File: src/rtl/mem_arb_pkg.sv
// Shared types and constants for the two-port memory arbiter.
package mem_arb_pkg;
    typedef enum logic {
        IDLE     = 1'b0,
        WAIT_RSP = 1'b1
    } state_e;

    localparam int REQ_FETCH = 0;
    localparam int REQ_DATA  = 1;
    localparam int CNT_W     = 16;
endpackage

File: src/rtl/rr_pick2.sv
// Two-way round-robin pick: a lone requester wins, a tie goes to ptr.
module rr_pick2
    import mem_arb_pkg::*;
(
    input  logic [1:0] req,
    input  logic       ptr,
    output logic       valid,
    output logic       sel
);
    assign valid = |req;
    assign sel   = (&req) ? ptr : req[REQ_DATA];
endmodule

File: src/rtl/mem_port_arbiter.sv
// Arbitrates instruction-fetch and data requesters onto one memory port,
// one transaction outstanding, with a response timeout.
module mem_port_arbiter
    import mem_arb_pkg::*;
#(
    parameter int ADDR_W  = 32,
    parameter int DATA_W  = 32,
    parameter int TIMEOUT = 255
) (
    input  logic                clk,
    input  logic                rst,
    input  logic [1:0]          req_i,
    input  logic [2*ADDR_W-1:0] addr_i,
    input  logic [2*DATA_W-1:0] wdata_i,
    input  logic [1:0]          we_i,
    output logic [1:0]          gnt_o,
    output logic [1:0]          rvalid_o,
    output logic [DATA_W-1:0]   rdata_o,
    output logic                err_o,
    output logic                mem_req_o,
    output logic [ADDR_W-1:0]   mem_addr_o,
    output logic [DATA_W-1:0]   mem_wdata_o,
    output logic                mem_we_o,
    input  logic                mem_gnt_i,
    input  logic                mem_rvalid_i,
    input  logic [DATA_W-1:0]   mem_rdata_i,
    output logic                timeout_o,
    output logic                dbg_state_o,
    output logic                dbg_rr_ptr_o
);
    // Handshake: a requester raises req_i[k] and holds addr/wdata/we until
    // gnt_o[k]; the memory accepts in any cycle with mem_req_o & mem_gnt_i,
    // and answers later with a one-cycle mem_rvalid_i that is forwarded as
    // rvalid_o[owner] in the same cycle.
    localparam logic [CNT_W-1:0] TMO_LAST = CNT_W'(TIMEOUT - 1);
    localparam logic [CNT_W-1:0] TMO_MAX  = CNT_W'(TIMEOUT);

    state_e           state_q, state_d;
    logic             owner_q, owner_d;
    logic             rr_q, rr_d;
    logic [CNT_W-1:0] cnt_q, cnt_d;
    logic             tmo_q, tmo_d;
    logic             pick_valid, pick_sel;
    logic             unused_inputs;

    assign unused_inputs = ^{wdata_i[DATA_W-1:0], we_i[REQ_FETCH]};

    rr_pick2 u_pick (
        .req   (req_i),
        .ptr   (rr_q),
        .valid (pick_valid),
        .sel   (pick_sel)
    );

    always_comb begin
        state_d     = state_q;
        owner_d     = owner_q;
        rr_d        = rr_q;
        cnt_d       = cnt_q;
        tmo_d       = tmo_q;
        gnt_o       = 2'b00;
        rvalid_o    = 2'b00;
        rdata_o     = '0;
        err_o       = 1'b0;
        mem_req_o   = 1'b0;
        mem_addr_o  = '0;
        mem_wdata_o = '0;
        mem_we_o    = 1'b0;
        // Reset gating keeps every combinational output quiet while rst is high.
        if (!rst) begin
            case (state_q)
                IDLE: begin
                    mem_req_o = pick_valid;
                    if (pick_valid) begin
                        mem_addr_o  = pick_sel ? addr_i[ADDR_W +: ADDR_W] : addr_i[0 +: ADDR_W];
                        mem_wdata_o = pick_sel ? wdata_i[DATA_W +: DATA_W] : '0;
                        mem_we_o    = pick_sel & we_i[REQ_DATA];
                        if (mem_gnt_i) begin
                            gnt_o[pick_sel] = 1'b1;
                            owner_d         = pick_sel;
                            rr_d            = ~pick_sel;
                            cnt_d           = '0;
                            state_d         = WAIT_RSP;
                        end
                    end
                end
                WAIT_RSP: begin
                    cnt_d = (cnt_q == TMO_MAX) ? cnt_q : cnt_q + 1'b1;
                    if (mem_rvalid_i) begin
                        rvalid_o[owner_q] = 1'b1;
                        rdata_o           = mem_rdata_i;
                        state_d           = IDLE;
                    end else if (cnt_q >= TMO_LAST) begin
                        rvalid_o[owner_q] = 1'b1;
                        err_o             = 1'b1;
                        tmo_d             = 1'b1;
                        state_d           = IDLE;
                    end
                end
                default: state_d = IDLE;
            endcase
        end
    end

    always_ff @(posedge clk) begin
        if (rst) begin
            state_q <= IDLE;
            owner_q <= 1'b0;
            rr_q    <= 1'b0;
            cnt_q   <= '0;
            tmo_q   <= 1'b0;
        end else begin
            state_q <= state_d;
            owner_q <= owner_d;
            rr_q    <= rr_d;
            cnt_q   <= cnt_d;
            tmo_q   <= tmo_d;
        end
    end

    assign timeout_o    = tmo_q & ~rst;
    assign dbg_state_o  = (state_q == WAIT_RSP) & ~rst;
    assign dbg_rr_ptr_o = rr_q & ~rst;
endmodule

File: config.mk
export PLATFORM = sky130hd
export DESIGN_NAME = mem_port_arbiter
export DESIGN_NICKNAME = d
export VERILOG_FILES = /design/src/rtl/mem_arb_pkg.sv /design/src/rtl/rr_pick2.sv /design/src/rtl/mem_port_arbiter.sv
export SDC_FILE = /design/constraint.sdc
export NUM_CORES = 1
export LEC_CHECK = 0
export BUFFER_PORTS_ARGS = -buffer_cell sky130_fd_sc_hd__buf_4
export CAP_MARGIN = 20
export CORE_AREA = 5 5 103 105
export CTS_CLUSTER_DIAMETER = 80
export DETAILED_ROUTE_END_ITERATION = 7
export DIE_AREA = 0 0 108 110
export RECOVER_POWER = 100
export SLEW_MARGIN = 20
export SYNTH_ARGS = -nofsm -noshare
export SYNTH_HDL_FRONTEND = slang
export SYNTH_SLANG_ARGS = --single-unit
File: constraint.sdc
create_clock -name clk -period 4.75 [get_ports clk]
set_input_delay 0.95 -clock clk [delete_from_list [all_inputs] [get_ports clk]]
set_output_delay 0.95 -clock clk [all_outputs]
set_load 0.02 [all_outputs]
# After elaboration in Yosys (flattened, before gate mapping)
# Index checks and enable logic that the tools add are counted.
[word_totals]
out_inout_bits = 106
in_bits = 168
regBits = 20
wordCells = 72
[classes]
mux = 42
n_eq_ne = 4
bitwise_logic = 8
order_cmp = 5
add_sub_neg = 1
reduce_logical = 7
[ops]
columns = ["operator", "n"]
rows = [
  ["$mux W32", 11],
  ["$mux W16", 3],
  ["$pmux W16 S2", 1],
  ["$add A16 B1 Y16 const B", 1],
  ["$eq A16 B8 Y1 const B", 1],
  ["$ge A16 B8 Y1 const B", 1],
  ["$mux W1", 16],
  ["$mux W2", 8],
  ["$reduce_and A3 Y1", 3],
  ["$ne A2 B2 Y1 const B", 3],
  ["$and A1 B1 Y1", 4],
  ["$lt A1 B2 Y1 const B", 2],
  ["$not A1 Y1", 4],
  ["$demux W1 S1", 2],
  ["$ge A1 B1 Y1 const B", 2],
  ["$logic_and A1 B1 Y1", 2],
  ["$pmux W1 S2", 1],
  ["$reduce_and A2 Y1", 1],
  ["$reduce_or A2 Y1", 1],
]

# Longest topological paths before layout
[logic_depth]
word_depth = 10
ltp_mapped = 6
mapped_depth_nobuf = 6

# Cells and area by module
# From an unflattened synthesis, not the netlist that was laid out.
[unflattened]
cells_unflattened = 292
area_unflattened_um2 = 2093.3
[by_module_without_submodules]
columns = ["mod", "n_inst", "area_each_um2", "cells_each", "seq_area_each_um2"]
rows = [
  ["mem_port_arbiter", 1, 2075.7, 289, 400.4],
  ["rr_pick2", 1, 17.5, 3, 0.0],
]

# Least setup slack after synthesis
# No wires, ideal clock.
[synth_timing]
path_kind = "input to output"
start = "input rst"
end = "output rvalid_o[0]"
t_arrival_ns = 2.267
path_stages = 6
n_path_buf = 2
setup_slack_ns = 1.533
t_required_ns = 3.800
path_cell_list = "clkbuf_1 > nand2b_1 > inv_1 > clkbuf_1 > o21ai_0 > nor2_1"
[synth_between]
elab_chain_cells = 1
[synth_lines]
columns = ["item", "line_no", "rtl"]
rows = [
  ["from (decl)", "mem_port_arbiter.sv:11", "input logic rst,"],
  ["$mux W2", "mem_port_arbiter.sv:70", "if (!rst) begin"],
  ["to (decl)", "mem_port_arbiter.sv:17", "output logic [1:0] rvalid_o,"],
]
# No other way between the ends.

# Final worst setup path
[layout_timing]
start = "input req_i[1]"
end = "output mem_addr_o[21]"
[layout_between]
elab_chain_cells = 6
word_cells_on_any_way = 7
cone_classes = "5 x mux; 2 x reduce/logical"
[layout_lines]
columns = ["item", "line_no", "rtl"]
rows = [
  ["from (decl)", "mem_port_arbiter.sv:12", "input logic [1:0] req_i,"],
  ["$reduce_and A2 Y1", "rr_pick2.sv:11", "assign sel = (&req) ? ptr : req[REQ_DATA];"],
  ["$mux W1", "rr_pick2.sv:11", ""],
  ["$mux W32", "mem_port_arbiter.sv:75", "mem_addr_o = pick_sel ? addr_i[ADDR_W +: ADDR_W] : addr_i[0 +: ADDR_W];"],
  ["$mux W32 *", "mem_port_arbiter.sv:74", "if (pick_valid) begin"],
  ["$mux W32 *", "mem_port_arbiter.sv:71", "case (state_q)"],
  ["$mux W32 *", "mem_port_arbiter.sv:70", ""],
  ["to (decl)", "mem_port_arbiter.sv:21", "output logic [ADDR_W-1:0] mem_addr_o,"],
]
# Every way passes the cells marked *; elsewhere a longest branch is shown, timed or not.

==> results by group <==
GRT
  • Overall Global Routing Usage: 0.1395
  • Number of global-route vias before repair: 2,730
  • Initial antenna violation count: 0
  • Grt total ovfl: 0
  • Pin count of the biggest net entering global routing: 36
  • First-pass GRT wire length: 13.76 mm

Pwr
  • Combinational power share: 0.417
  • Switch share: 0.3362
  • Proportion of power drawn by the clock network: 0.288
  • Internal Power: 0.3947 mW
  • Sequential group share of total power: 0.295
  • Worst VDD drop: 0.0002726 V
  • Total power: 0.5946 mW
  • Psw: 0.1999 mW
  • Power per cell area: 168.4 mW/mm^2
  • Lkg Pwr: 1.751 nW

Route
  • WL met3: 716 um
  • First DRT Iteration DRCs: 191
  • Met1 WL: 3.805 mm
  • DR WL/cell: 14.61 um
  • Via density: 4.414
  • DRT Pass-1 Iters: 4
  • Via count: 2,944
  • Total Wirelength: 9.745 mm
  • ANT nets after route: 0
  • DR top layer: met4
  • DRC Markers: 0
  • Met2 WL post-DR: 5.181 mm

Setup path
  • Max stage delay on crit path: 560 ps
  • Reg2reg setup slack: 2750 ps
  • Critical path capture point type: primary output
  • Worst EP required: 3800 ps
  • CP startpoint kind: primary input
  • Worst-path cell chain: clkbuf_1 > a21boi_4 > clkbuf_1 > nand2_1 > a21oi_1 > clkbuf_1
  • Most common cell on crit path: clkbuf_1
  • Bufs and invs on worst path: 3
  • CP arrival: 2750 ps
  • Crit-path max FO: 31
  • Slowest-stage cell, CP: a21boi_4
  • Setup Crit Path Kind: primary input to primary output
  • Worst path top cell family by delay: buffers and inverters

Clocking
  • Hold Buf Count CTS: 0
  • TritonCTS Buffers: 3
  • Post-CTS Setup Bufs: 0
  • Worst-skew pair later-pin latency: 260 ps
  • Clock Sinks: 20
  • CTS tree: built
  • Clock tree buffer depth: 2
  • H-tree depth: 1
  • Clk root buf: clkbuf_8
  • CTS resizes: 0
  • Clock transition at path regs: 80 ps

Run status
  • Status: finished clean

Timing
  • Fin crit share: 0.7799
  • Setup TNS: 0 ps
  • Fmax achieved: 0.2699 GHz
  • Clock Skews: 8.032 ps
  • Least-Margin Pin Slew: 744.5 ps
  • Slew HR: 0.5031
  • RSZ-0062 raised after global routing: no
  • Final setup vio count: 0
  • Hold slack: 488.4 ps
  • Max-slew violations: 0
  • Fin. Hold Viols: 0
  • Tmin final: 3704 ps

Synthesis
  • Synth Cell Area: 0.001932 mm^2
  • Compound-Gate Fraction of Synth Area: 0.1878
  • Mapped Cells: 310
  • Synth cell count leaders: nand2_1 (72), and3_1 (65), a21oi_1 (41), dfxtp_1 (20), clkbuf_1 (19)
  • Most frequent cell after synthesis: nand2_1
  • Main combinational cell family by area after synthesis: simple AND/OR/NAND/NOR gates
  • YS warnings: 0
  • Synth top area share: 0.2105
  • Synth Area in XOR/XNOR: 0.02720
  • Syn_nets: 480
  • Register area share after synthesis: 0.2073
  • Mux cell area share after synthesis: 0
  • Number of synthesized register bits: 20
  • Synth Area in Adders: 0.01295
  • Synth Area in Simple Gates: 0.4961
  • Most used DFF post-synth: dfxtp_1
  • Post-synth EDFFs: 0
  • Syn Area/Cell: 6.232 um^2
  • Synth area leader: and3_1
  • Fraction of registers with async set/reset: 0
  • Yosys cell types: 39
  • Main area contributors after synthesis: and3_1 (21%), dfxtp_1 (21%), nand2_1 (14%)

Placed design
  • Dpl cells: 663
  • Detail Placement HPWL: 7.957 mm
  • # port buffers: 240
  • GPL Wtd Cong: 0.8377

Worst hold path
  • Hold Crit Class: register to register

Cells and area
  • Share of layout cells above drive strength 1: 0.2884
  • P&R area growth vs syn: 82.77%
  • Layout Cells excl Fill: 667
  • Fin util: 0.3698
  • Final net count: 705
  • Antenna diode count: 0

Floorplanning
  • I/O pin count: 274
  • Die width: 108 um
  • Initial Utilization: 0.2023
  • Core area: 0.009549 mm^2
  • Total die area: 0.01188 mm^2
  • DIE HEIGHT: 110 um
  • Row count: 36

Run
  • MaxCap Viol Count: 0
==> power groups by stage <==
stage | Combinational [mW] | Clock [mW] | Sequential [mW]
2_1_floorplan | 0.123 | 0 | 0.178
3_3_place_gp | 0.275 | 0 | 0.179
3_5_place_dp | 0.279 | 0 | 0.179
4_1_cts | 0.279 | 0.176 | 0.175
5_1_grt | 0.271 | 0.182 | 0.176
6_report | 0.248 | 0.171 | 0.175
==> per-layer routing <==
layer | GRT usage | up-vias
met5 | 0 | -
met4 | 0.008115 | 0
met3 | 0.03087 | 4
met2 | 0.2731 | 90
met1 | 0.1617 | 1314
li1 | - | 1536
==> final cells by class <==
type | instances | area [um^2]
fill | 1096 | 6018
clock buffer | 3 | 41.29
inverter | 9 | 33.78
clock inverter | 1 | 30.03
multi-input combinational | 256 | 1414
tap | 133 | 166.4
timing repair buffer | 245 | 1445
sequential | 20 | 400.4
==> through the flow <==
stage               worst slack [ps]  area [um^2]
finish                          1046         3531
global route                   811.1         3531
CTS                             1396         3925
detailed placement              1392         3854
global placement                1434         3854
floorplan                       1533         1932
==> flip-flops by register name, indices dropped and copies added (netlist names) <==
register  cells
rr_q          1
tmo_q         1
cnt_q        16
state_q       1
owner_q       1
==> path summary, 6_finish.rpt <==
| kind | cells past startpoint | endpoint | startpoint |
|---|---|---|---|
| worst max register to register | 5 | cnt_q[6]$_SDFFE_PP0P_ | cnt_q[0]$_SDFFE_PP0P_ |
| worst min-delay path | 2 | cnt_q[15]$_SDFFE_PP0P_ | cnt_q[15]$_SDFFE_PP0P_ |
| worst max-delay path | 6 | mem_addr_o[21] | req_i[1] |
| worst min register to register | 2 | cnt_q[15]$_SDFFE_PP0P_ | cnt_q[15]$_SDFFE_PP0P_ |
==> cell usage in the layout (no fill, tap or decap), types with 6 or more instances in the layout <==
cell and count:
clkbuf_1 105, a21oi_1 41, xnor2_1 6, nand2_1 72
nor2_1 14, dfxtp_1 20, nand3_1 8, and3_1 65
buf_4 139, inv_1 9
==> worst reg2reg max path, cell delays in order, from the launching register on <==
cell     delay (ps)
dfxtp_1         370
ha_1            260
and3_2          240
a41o_1          350
or4_2           560
a21oi_1         150
==> logic make-up (layout without fill, tap and decap cells) <==
logic type	after synthesis	count (layout)
AO/OA/AOI/OAI	63	63
AND/OR/NAND/NOR	185	185
buffers and inverters	34	258
flip-flops	20	20
adder cells (fa/ha/maj)	2	2
XOR/XNOR	6	6
(Power assumes the default switching activity.)
